$ cat src/rtl/lsu_align_pkg.sv
`default_nettype none
// ============================================================================
// Module   : lsu_pkg
// Purpose  : Shared types, funct3 encodings and helper functions for the
//            lsu_align load/store front end.
// Contents : lsu_state_t  - split-access sequencer state
//            F3_*         - RISC-V load/store funct3 encodings
//            is_misaligned, nbytes, load_extend
// Revision : 1.0 - initial release
// ============================================================================
package lsu_pkg;

    typedef enum logic [0:0] {
        S_IDLE = 1'b0,
        S_BUSY = 1'b1
    } lsu_state_t;

    localparam logic [2:0] F3_B  = 3'b000;
    localparam logic [2:0] F3_H  = 3'b001;
    localparam logic [2:0] F3_W  = 3'b010;
    localparam logic [2:0] F3_BU = 3'b100;
    localparam logic [2:0] F3_HU = 3'b101;

    // Halfwords need an even address; anything with funct3[1] set is a word
    // (including the unused codes 011/110/111) and needs a 4-byte boundary.
    function automatic logic is_misaligned(input logic [2:0] f3, input logic [1:0] a);
        return ((f3[1:0] == 2'b01) && a[0]) || (f3[1] && (a != 2'b00));
    endfunction

    function automatic logic [2:0] nbytes(input logic [2:0] f3);
        if (f3[1])      return 3'd4;
        else if (f3[0]) return 3'd2;
        else            return 3'd1;
    endfunction

    // funct3[2] selects zero extension (lbu/lhu), otherwise sign extension.
    function automatic logic [31:0] load_extend(input logic [31:0] raw, input logic [2:0] f3);
        if (f3[1])
            return raw;
        else if (f3[0])
            return f3[2] ? {16'h0000, raw[15:0]} : {{16{raw[15]}}, raw[15:0]};
        else
            return f3[2] ? {24'h000000, raw[7:0]} : {{24{raw[7]}}, raw[7:0]};
    endfunction

endpackage
`default_nettype wire

$ cat src/rtl/lsu_align_if.sv
`default_nettype none
// ============================================================================
// Module   : lsu_align_if
// Purpose  : Bundles the MEM-stage request/response signals and the data RAM
//            port handled by lsu_align.
// Ports    : req_*        - request from the MEM stage
//            stall/rdata/misalign_err - response to the pipeline
//            ram_*        - byte/half/word RAM port (combinational read)
// Modports : slave  - the lsu_align side
//            master - pipeline + RAM side
// Revision : 1.0 - initial release
// ============================================================================
interface lsu_align_if #(
    parameter int ADDR_W = 12
);
    logic              req_valid;
    logic              req_we;
    logic [2:0]        req_funct3;
    logic [ADDR_W-1:0] req_addr;
    logic [31:0]       req_wdata;
    logic              stall;
    logic [31:0]       rdata;
    logic              misalign_err;
    logic              ram_we;
    logic [2:0]        ram_mode;
    logic [ADDR_W-1:0] ram_addr;
    logic [31:0]       ram_din;
    logic [31:0]       ram_dout;

    modport slave (
        input  req_valid, req_we, req_funct3, req_addr, req_wdata, ram_dout,
        output stall, rdata, misalign_err, ram_we, ram_mode, ram_addr, ram_din
    );

    modport master (
        output req_valid, req_we, req_funct3, req_addr, req_wdata, ram_dout,
        input  stall, rdata, misalign_err, ram_we, ram_mode, ram_addr, ram_din
    );
endinterface
`default_nettype wire

$ cat src/rtl/lsu_align.sv
`default_nettype none
// ============================================================================
// Module   : lsu_align
// Purpose  : Load/store front end between the MEM stage and the data RAM.
//            Aligned accesses pass straight through in the same cycle.
//            Misaligned half/word accesses are split into byte accesses in
//            ascending address order while the pipeline is stalled; loads are
//            reassembled little-endian and sign/zero extended.
// Ports    : clk  - clock
//            rst  - synchronous active-high reset
//            bus  - lsu_align_if.slave (request, response and RAM port)
// Params   : ADDR_W           - byte address width
//            ALLOW_MISALIGNED - 1: split misaligned accesses,
//                               0: suppress them and pulse misalign_err
// Revision : 1.0 - initial release
// ============================================================================
module lsu_align
    import lsu_pkg::*;
#(
    parameter int ADDR_W           = 12,
    parameter bit ALLOW_MISALIGNED = 1'b1
) (
    input  wire logic      clk,
    input  wire logic      rst,
    lsu_align_if.slave     bus
);

    // ------------------------------------------------------------------
    // Registered state
    // ------------------------------------------------------------------
    lsu_state_t        r_state;
    logic [1:0]        r_idx;
    logic [23:0]       r_lbuf;
    logic [ADDR_W-1:0] r_addr;
    logic [2:0]        r_f3;
    logic              r_we;
    logic [31:0]       r_wdata;

    // ------------------------------------------------------------------
    // Combinational signals
    // ------------------------------------------------------------------
    lsu_state_t        w_next_state;
    logic [1:0]        w_next_idx;
    logic [23:0]       w_next_lbuf;
    logic              w_capture;
    logic              w_req_mis;
    logic              w_last;
    logic [7:0]        w_wbyte;
    logic [31:0]       w_raw;

    logic              w_stall;
    logic [31:0]       w_rdata;
    logic              w_misalign_err;
    logic              w_ram_we;
    logic [2:0]        w_ram_mode;
    logic [ADDR_W-1:0] w_ram_addr;
    logic [31:0]       w_ram_din;

    assign w_req_mis = is_misaligned(bus.req_funct3, bus.req_addr[1:0]);
    assign w_last    = ({1'b0, r_idx} == (nbytes(r_f3) - 3'd1));
    assign w_wbyte   = r_wdata[{r_idx, 3'b000} +: 8];

    // Final byte arrives combinationally from the RAM; earlier bytes are
    // held in the load buffer.
    assign w_raw = r_f3[1] ? {bus.ram_dout[7:0], r_lbuf}
                           : {16'h0000, bus.ram_dout[7:0], r_lbuf[7:0]};

    // ------------------------------------------------------------------
    // State register
    // ------------------------------------------------------------------
    always_ff @(posedge clk) begin
        if (rst) begin
            r_state <= S_IDLE;
            r_idx   <= 2'd0;
            r_lbuf  <= 24'h000000;
            r_addr  <= '0;
            r_f3    <= 3'b000;
            r_we    <= 1'b0;
            r_wdata <= 32'h0000_0000;
        end else begin
            r_state <= w_next_state;
            r_idx   <= w_next_idx;
            r_lbuf  <= w_next_lbuf;
            if (w_capture) begin
                r_addr  <= bus.req_addr;
                r_f3    <= bus.req_funct3;
                r_we    <= bus.req_we;
                r_wdata <= bus.req_wdata;
            end
        end
    end

    // ------------------------------------------------------------------
    // Next state and outputs
    // ------------------------------------------------------------------
    always_comb begin
        w_next_state   = r_state;
        w_next_idx     = r_idx;
        w_next_lbuf    = r_lbuf;
        w_capture      = 1'b0;
        w_stall        = 1'b0;
        w_rdata        = 32'h0000_0000;
        w_misalign_err = 1'b0;
        w_ram_we       = 1'b0;
        w_ram_mode     = bus.req_funct3;
        w_ram_addr     = bus.req_addr;
        w_ram_din      = bus.req_wdata;

        case (r_state)
            S_IDLE: begin
                if (bus.req_valid) begin
                    if (!w_req_mis) begin
                        w_ram_we = bus.req_we;
                        w_rdata  = bus.req_we ? 32'h0000_0000 : bus.ram_dout;
                    end else if (ALLOW_MISALIGNED) begin
                        // Byte 0 goes out in the request cycle itself.
                        w_capture    = 1'b1;
                        w_ram_we     = bus.req_we;
                        w_ram_mode   = bus.req_we ? F3_B : F3_BU;
                        w_ram_din    = {24'h000000, bus.req_wdata[7:0]};
                        w_stall      = 1'b1;
                        w_next_lbuf  = {r_lbuf[23:8], bus.ram_dout[7:0]};
                        w_next_idx   = 2'd1;
                        w_next_state = S_BUSY;
                    end else begin
                        w_misalign_err = 1'b1;
                    end
                end
            end

            S_BUSY: begin
                // Request inputs are ignored here; only captured values drive
                // the RAM. Address wraps naturally at ADDR_W bits.
                w_ram_we   = r_we;
                w_ram_mode = r_we ? F3_B : F3_BU;
                w_ram_addr = r_addr + ADDR_W'(r_idx);
                w_ram_din  = {24'h000000, w_wbyte};
                if (!w_last) begin
                    w_stall = 1'b1;
                    case (r_idx)
                        2'd1:    w_next_lbuf[15:8]  = bus.ram_dout[7:0];
                        2'd2:    w_next_lbuf[23:16] = bus.ram_dout[7:0];
                        default: w_next_lbuf[7:0]   = bus.ram_dout[7:0];
                    endcase
                    w_next_idx = r_idx + 2'd1;
                end else begin
                    w_rdata      = r_we ? 32'h0000_0000 : load_extend(w_raw, r_f3);
                    w_next_idx   = 2'd0;
                    w_next_state = S_IDLE;
                end
            end

            default: begin
                w_next_state = S_IDLE;
                w_next_idx   = 2'd0;
            end
        endcase

        // An access interrupted by reset must not commit the byte that is
        // on the bus during the reset cycle.
        if (rst) begin
            w_ram_we       = 1'b0;
            w_misalign_err = 1'b0;
        end
    end

    assign bus.stall        = w_stall;
    assign bus.rdata        = w_rdata;
    assign bus.misalign_err = w_misalign_err;
    assign bus.ram_we       = w_ram_we;
    assign bus.ram_mode     = w_ram_mode;
    assign bus.ram_addr     = w_ram_addr;
    assign bus.ram_din      = w_ram_din;

endmodule
`default_nettype wire

$ cat src/flat_wrapper.sv
// flat-port wrapper written by rule: the top's interface ports become plain ports
module lsu_align_flat import lsu_pkg::*;
#(
    parameter int ADDR_W           = 12,
    parameter bit ALLOW_MISALIGNED = 1'b1
)
  (clk, rst, bus_req_valid, bus_req_we, bus_req_funct3, bus_req_addr, bus_req_wdata, bus_ram_dout, bus_stall, bus_rdata, bus_misalign_err, bus_ram_we, bus_ram_mode, bus_ram_addr, bus_ram_din);
  lsu_align_if #(.ADDR_W(ADDR_W)) bus_i ();
  input  wire logic clk;
  input  wire logic rst;
  input wire logic [$bits(bus_i.req_valid)-1:0] bus_req_valid;
  input wire logic [$bits(bus_i.req_we)-1:0] bus_req_we;
  input wire logic [$bits(bus_i.req_funct3)-1:0] bus_req_funct3;
  input wire logic [$bits(bus_i.req_addr)-1:0] bus_req_addr;
  input wire logic [$bits(bus_i.req_wdata)-1:0] bus_req_wdata;
  input wire logic [$bits(bus_i.ram_dout)-1:0] bus_ram_dout;
  output wire logic [$bits(bus_i.stall)-1:0] bus_stall;
  output wire logic [$bits(bus_i.rdata)-1:0] bus_rdata;
  output wire logic [$bits(bus_i.misalign_err)-1:0] bus_misalign_err;
  output wire logic [$bits(bus_i.ram_we)-1:0] bus_ram_we;
  output wire logic [$bits(bus_i.ram_mode)-1:0] bus_ram_mode;
  output wire logic [$bits(bus_i.ram_addr)-1:0] bus_ram_addr;
  output wire logic [$bits(bus_i.ram_din)-1:0] bus_ram_din;
  assign bus_i.req_valid = bus_req_valid;
  assign bus_i.req_we = bus_req_we;
  assign bus_i.req_funct3 = bus_req_funct3;
  assign bus_i.req_addr = bus_req_addr;
  assign bus_i.req_wdata = bus_req_wdata;
  assign bus_i.ram_dout = bus_ram_dout;
  assign bus_stall = bus_i.stall;
  assign bus_rdata = bus_i.rdata;
  assign bus_misalign_err = bus_i.misalign_err;
  assign bus_ram_we = bus_i.ram_we;
  assign bus_ram_mode = bus_i.ram_mode;
  assign bus_ram_addr = bus_i.ram_addr;
  assign bus_ram_din = bus_i.ram_din;
  lsu_align #(.ADDR_W(ADDR_W), .ALLOW_MISALIGNED(ALLOW_MISALIGNED)) u_core (.clk(clk), .rst(rst), .bus(bus_i));
endmodule
$ cat config.mk
export PLATFORM = sky130hd
export DESIGN_NAME = lsu_align_flat
export DESIGN_NICKNAME = d
export VERILOG_FILES = /design/src/rtl/lsu_align_pkg.sv /design/src/rtl/lsu_align_if.sv /design/src/rtl/lsu_align.sv /design/src/flat_wrapper.sv
export SDC_FILE = /design/constraint.sdc
export NUM_CORES = 1
export LEC_CHECK = 0
export ABC_CLOCK_PERIOD_IN_PS = 2500
export CORE_AREA = 5 5 121 134
export CTS_CLUSTER_SIZE = 25
export DETAILED_ROUTE_END_ITERATION = 8
export DIE_AREA = 0 0 126 139
export SYNTH_ARGS = -nofsm -noshare
export SYNTH_HDL_FRONTEND = slang
export SYNTH_SLANG_ARGS = --single-unit
export TNS_END_PERCENT = 5
$ cat constraint.sdc
create_clock -name clk -period 2.5 [get_ports clk]
set_clock_uncertainty 0.2 [all_clocks]
set_input_delay 0.625 -clock clk [delete_from_list [all_inputs] [get_ports clk]]
set_output_delay 0.625 -clock clk [all_outputs]
set_load 0.05 [all_outputs]
== Word level (Yosys, flattened, before mapping) ==
Index checks and enable logic that the tools add are counted.

* Register bits: 75
* Bits of input ports: 83
* Logic and storage cells: 74
* Output and inout port bits: 82

* Add/sub/neg operators: 3
* Shift-type cells: 1
* Bitwise logic cells: 1
* Equality and inequality tests: 10
* Reductions and logical operators: 9
* Mux-type cells: 41

{| class="wikitable"
|+ Operator list
! operator !! count
|-
| 32-bit two-way mux || 12
|-
| 32-bit case mux with 2 select lines || 2
|-
| 24-bit two-way mux || 2
|-
| 24-bit case mux with 2 select lines || 1
|-
| 8-bit two-way mux || 4
|-
| 32-bit by 6-bit variable part select with 8-bit output || 1
|-
| 3-bit two-way mux || 5
|-
| 12-bit by 2-bit adder with 12-bit output || 1
|-
| 12-bit two-way mux || 1
|-
| 2-bit inequality test, second input constant || 5
|-
| 2-bit two-way mux || 4
|-
| 1-bit two-way mux || 6
|-
| 3-bit case mux with 2 select lines || 1
|-
| 3-bit AND reduction || 2
|-
| 2-bit by 1-bit == test with 1-bit output, second input constant || 2
|-
| 1-bit case mux with 2 select lines || 2
|-
| 2-bit case mux with 2 select lines || 1
|-
| 4-bit AND reduction || 1
|-
| 2-bit by 3-bit == test with 1-bit output || 1
|-
| 3-bit by 1-bit subtractor with 3-bit output, second input constant || 1
|-
| 2-bit by 1-bit adder with 2-bit output, second input constant || 1
|-
| 2-bit == test, second input constant || 1
|-
| 1-bit logical AND || 2
|-
| 2-bit by 1-bit inequality test with 1-bit output, second input constant || 1
|-
| other kinds (5) || 5
|}

== Longest topological paths before layout ==
* Depth after elaboration: 7
* Mapped depth: 7
* Depth with buffers taken out: 7

== Worst setup path before layout ==
OpenSTA, ideal clock, no wires.

* Path type: register to output
* Start: register u_core.r_idx[1]
* End: output bus_ram_addr[8]
* Required time: 1675 ps
* Arrival time: 2651 ps
* Path buffers: 1
* Cell stages (with the launch flop): 8
* Setup slack: -976 ps
* Cells stage by stage: dfxtp_1 buf_1 inv_1 fa_1 and4b_1 nand4_1 xor2_1 a21oi_1

* Cells in the longest elaborated chain, start to end: 2

{| class="wikitable"
|+ RTL lines
! what !! RTL line !! RTL
|-
| from (decl) || lsu_align.sv:32 || <nowiki>logic [1:0] r_idx;</nowiki>
|-
| from (signal assigned) || lsu_align.sv:82 || <nowiki>r_idx <= w_next_idx;</nowiki>
|-
| 12-bit by 2-bit adder with 12-bit output || lsu_align.sv:136 || <nowiki>w_ram_addr = r_addr + ADDR_W'(r_idx);</nowiki>
|-
| 12-bit two-way mux || lsu_align.sv:109 || <nowiki>case (r_state)</nowiki>
|-
| to (decl) || flat_wrapper.sv:22 || <nowiki>output wire logic [$bits(bus_i.ram_addr)-1:0] bus_ram_addr;</nowiki>
|}

Every way passes these cells.

== Worst setup path in the final report ==
* Start: register u_core.r_idx[0]
* End: output bus_ram_addr[10]

Same word-level chain as after synthesis.

==> results.yml <==
clocking:
  htree_levels: 3
  cts_buffers: 9
  cts_max_path_buffers: 2
  worstSkewPairLatency_ps: 330
  postCtsHoldBufs: 0
  path_clk_slew_ps: 60
  cts_num_sinks: 75
  cts_tree: "built"
  cts-root-buf: "clkbuf_16"
die:
  num_rows: 47
  start_util_pct: 29.1
  fp.dieH_um: 139
  io_pins: 165
  core_area_sq_um: 14800
  die_width_um: 126
  die_area_sq_um: 17500
global_routing:
  track_usage_pct: 17.2
  grt_first_pass_wirelength_um: 24700
  grt_max_degree: 84
  antenna_found_initial: 1
  grt_pass1_vias: 4690
  gr-total-overflow: 0
worst_setup_path:
  cp_data_required_time_ps: 1670
  cp-start-kind: "flip-flop"
  path_class: "reg2out"
  end_kind: "primary output"
  arrival_ps: 2240
  worst-path-max-fanout: 3
cells_and_area:
  final_common_cell: "nand2_1"
  layout_common_cells: "nand2_1 (112), buf_12 (78), clkdlybuf4s50_1 (75), dfxtp_1 (70), a21oi_1 (61)"
  fin_area_sq_um: 8120
  drive_gt1_share_pct: 35.7
  multi_input_area_sq_um: 3120
  regArea_sq_um: 1510
  nFillCells: 1318
  num-nets-final: 806
  areaGrowthSynthToFinish_pct: 88.3
  fin_cells: 919
drt:
  post_drt_wl_per_cell_um: 17.0
  drt_iter0_markers: 381
  dr.pass1.iters: 5
  avgViaCountPerCell: 4.91
  vias: 4510
  ant_nets: 0
  drt-total-wl_um: 15600
  drcViolationCount: 0
sta:
  setup_viol: 52
  fmaxAchievable_ghz: 0.326
  holdWs_ps: 250
  period_needed_ps: 3070
  worst_pin_slew_ps: 818
  report.final.slew_viol_count: 0
  worst_slack_ps: -567
  finalHoldViolations: 0
  finalCritPeriodShare_pct: 123
  max-slew-margin-rel_pct: 45.5
  rsz0062_at_grt: "true"
run_status:
  status: "finished, violations left"
  violations: "setup timing"
place:
  post_dp_cell_area_sq_um: 7270
  placedCellCount: 893
  gp_congestion: 0.831
  post-dp-hpwl_um: 11200
  io_buffers: 163
pwr:
  max-vdd-ir-drop_mv: 0.286
  power_density_nw_per_um2: 524
  power_uw: 4260
  leakage_uw: 0.00310
flow_run:
  cap_violations: 0
logic_synthesis:
  synth_top_area_share_pct: 34.8
  netlist_top_cells_area: "dfxtp_1 (35%), nand2_1 (9.8%), a21oi_1 (8.0%), mux2i_1 (5.8%), mux4_2 (4.2%)"
  yosysTopAreaCell: "dfxtp_1"
  syn_inst: 530
  synth_area_per_cell_sq_um: 8.14
  synthDistinctLibCells: 47
  yosysSeqAreaShare_pct: 34.8
  synth_warnings: 0
  synthesis.nets: 618
  syn_area_sq_um: 4310
  ys_ff_latch: 75
worst_hold_path:
  hold_path_class: "reg2reg"
## timing repair
action                     in CTS  in global routing
pin swaps                       6                 29
cloned                          1                  1
setup endpoints to repair      81                 80
gates resized for setup        35                 66
buffers inserted                3                  5
## cells in the mapped netlist (all sizes together)
cell	number
o21ai	10
o211ai	1
nor4	2
a311o	1
nand3b	1
nor2b	17
a2bb2oi	1
mux2	11
mux2i	25
a31oi	2
fa	1
nor3	3
nand3	2
conb	1
xor2	5
xnor2	7
or3	1
o32ai	1
nand4	3
a221oi	1
a21o	1
nor2	32
and3	2
mux4	8
a22o	16
nand2b	18
inv	5
o21a	1
buf	16
and2	26
clkbuf	25
a211oi	2
dfxtp	75
ha	4
o2bb2ai	16
and4b	1
or2	2
nand2	113
a21oi	69
nand4b	1
nor3b	1
## worst max-delay path, cell delays in order (launching register included)
cell	delay [ps]
dfxtp_4	360
ha_4	130
inv_2	40
fa_2	350
and4b_1	310
nand4_1	170
xor2_2	220
a21oi_4	180
buf_12	150
## flip-flops by register name (all words and copies together) (netlist names)
signal and count:
u_core.r_idx 2, u_core.r_lbuf 24, u_core.r_we 1, u_core.r_f3 3, u_core.r_wdata 32, u_core.r_state 1, u_core.r_addr 12
## final cells by class
cell class	count	area share (%)
Multi-Input combinational cell	409	38.5
Timing Repair Buffer	218	35.6
Sequential cell	75	18.6
Clock buffer	11	3.11
Tap cell	196	3.02
Clock inverter	4	0.909
Inverter	5	0.231
Antenna cell	1	0.0308
## per-layer routing
layer,track usage (%),routed length [um]
met1,21.5,6640
met2,27.4,7260
met3,6.43,1480
met4,5.31,233
met5,0,0
## stage by stage
stage / setup TNS [ps] / setup WS [ps] / util (%)
3_3_place_gp: -41900 / -543 / 49.1
4_1_cts: -20380 / -549 / 51.8
6_report: -18480 / -567 / 54.8
5_1_grt: -23060 / -629 / 54.8
2_1_floorplan: -7570 / -223 / -
3_5_place_dp: -44790 / -602 / 49.1
## power by group
group | leakage [uW] | internal [uW] | switching, uW
clock | 0.000162 | 923 | 493
sequential | 0.000613 | 1250 | 40.5
combinational | 0.00232 | 752 | 800
total | 0.00310 | 2930 | 1330
## cell families after synthesis
logic type                 share of synthesized area (%)
xor gates and xnor gates                            2.44
buffers and inverters                               4.73
DFF                                                 34.8
AOI/OAI and AO/OA                                   18.9
other                                             0.0870
muxes                                               12.9
adders and majority gates                           1.63
and+or+nand+nor                                     24.5
## worst paths after layout
path / startpoint / end / slack, ps / depth (start not counted)
min reg2reg: u_core.r_wdata[18]$_SDFFE_PP0P_ / u_core.r_wdata[18]$_SDFFE_PP0P_ / 250 / 2
max reg2reg: u_core.r_idx[0]$_SDFFE_PP0P_ / u_core.r_lbuf[21]$_SDFFE_PP0P_ / 300 / 10
max: u_core.r_idx[0]$_SDFFE_PP0P_ / bus_ram_addr[10] / -570 / 8
min: u_core.r_wdata[18]$_SDFFE_PP0P_ / u_core.r_wdata[18]$_SDFFE_PP0P_ / 250 / 2
Power figures use the tool's default switching activity.
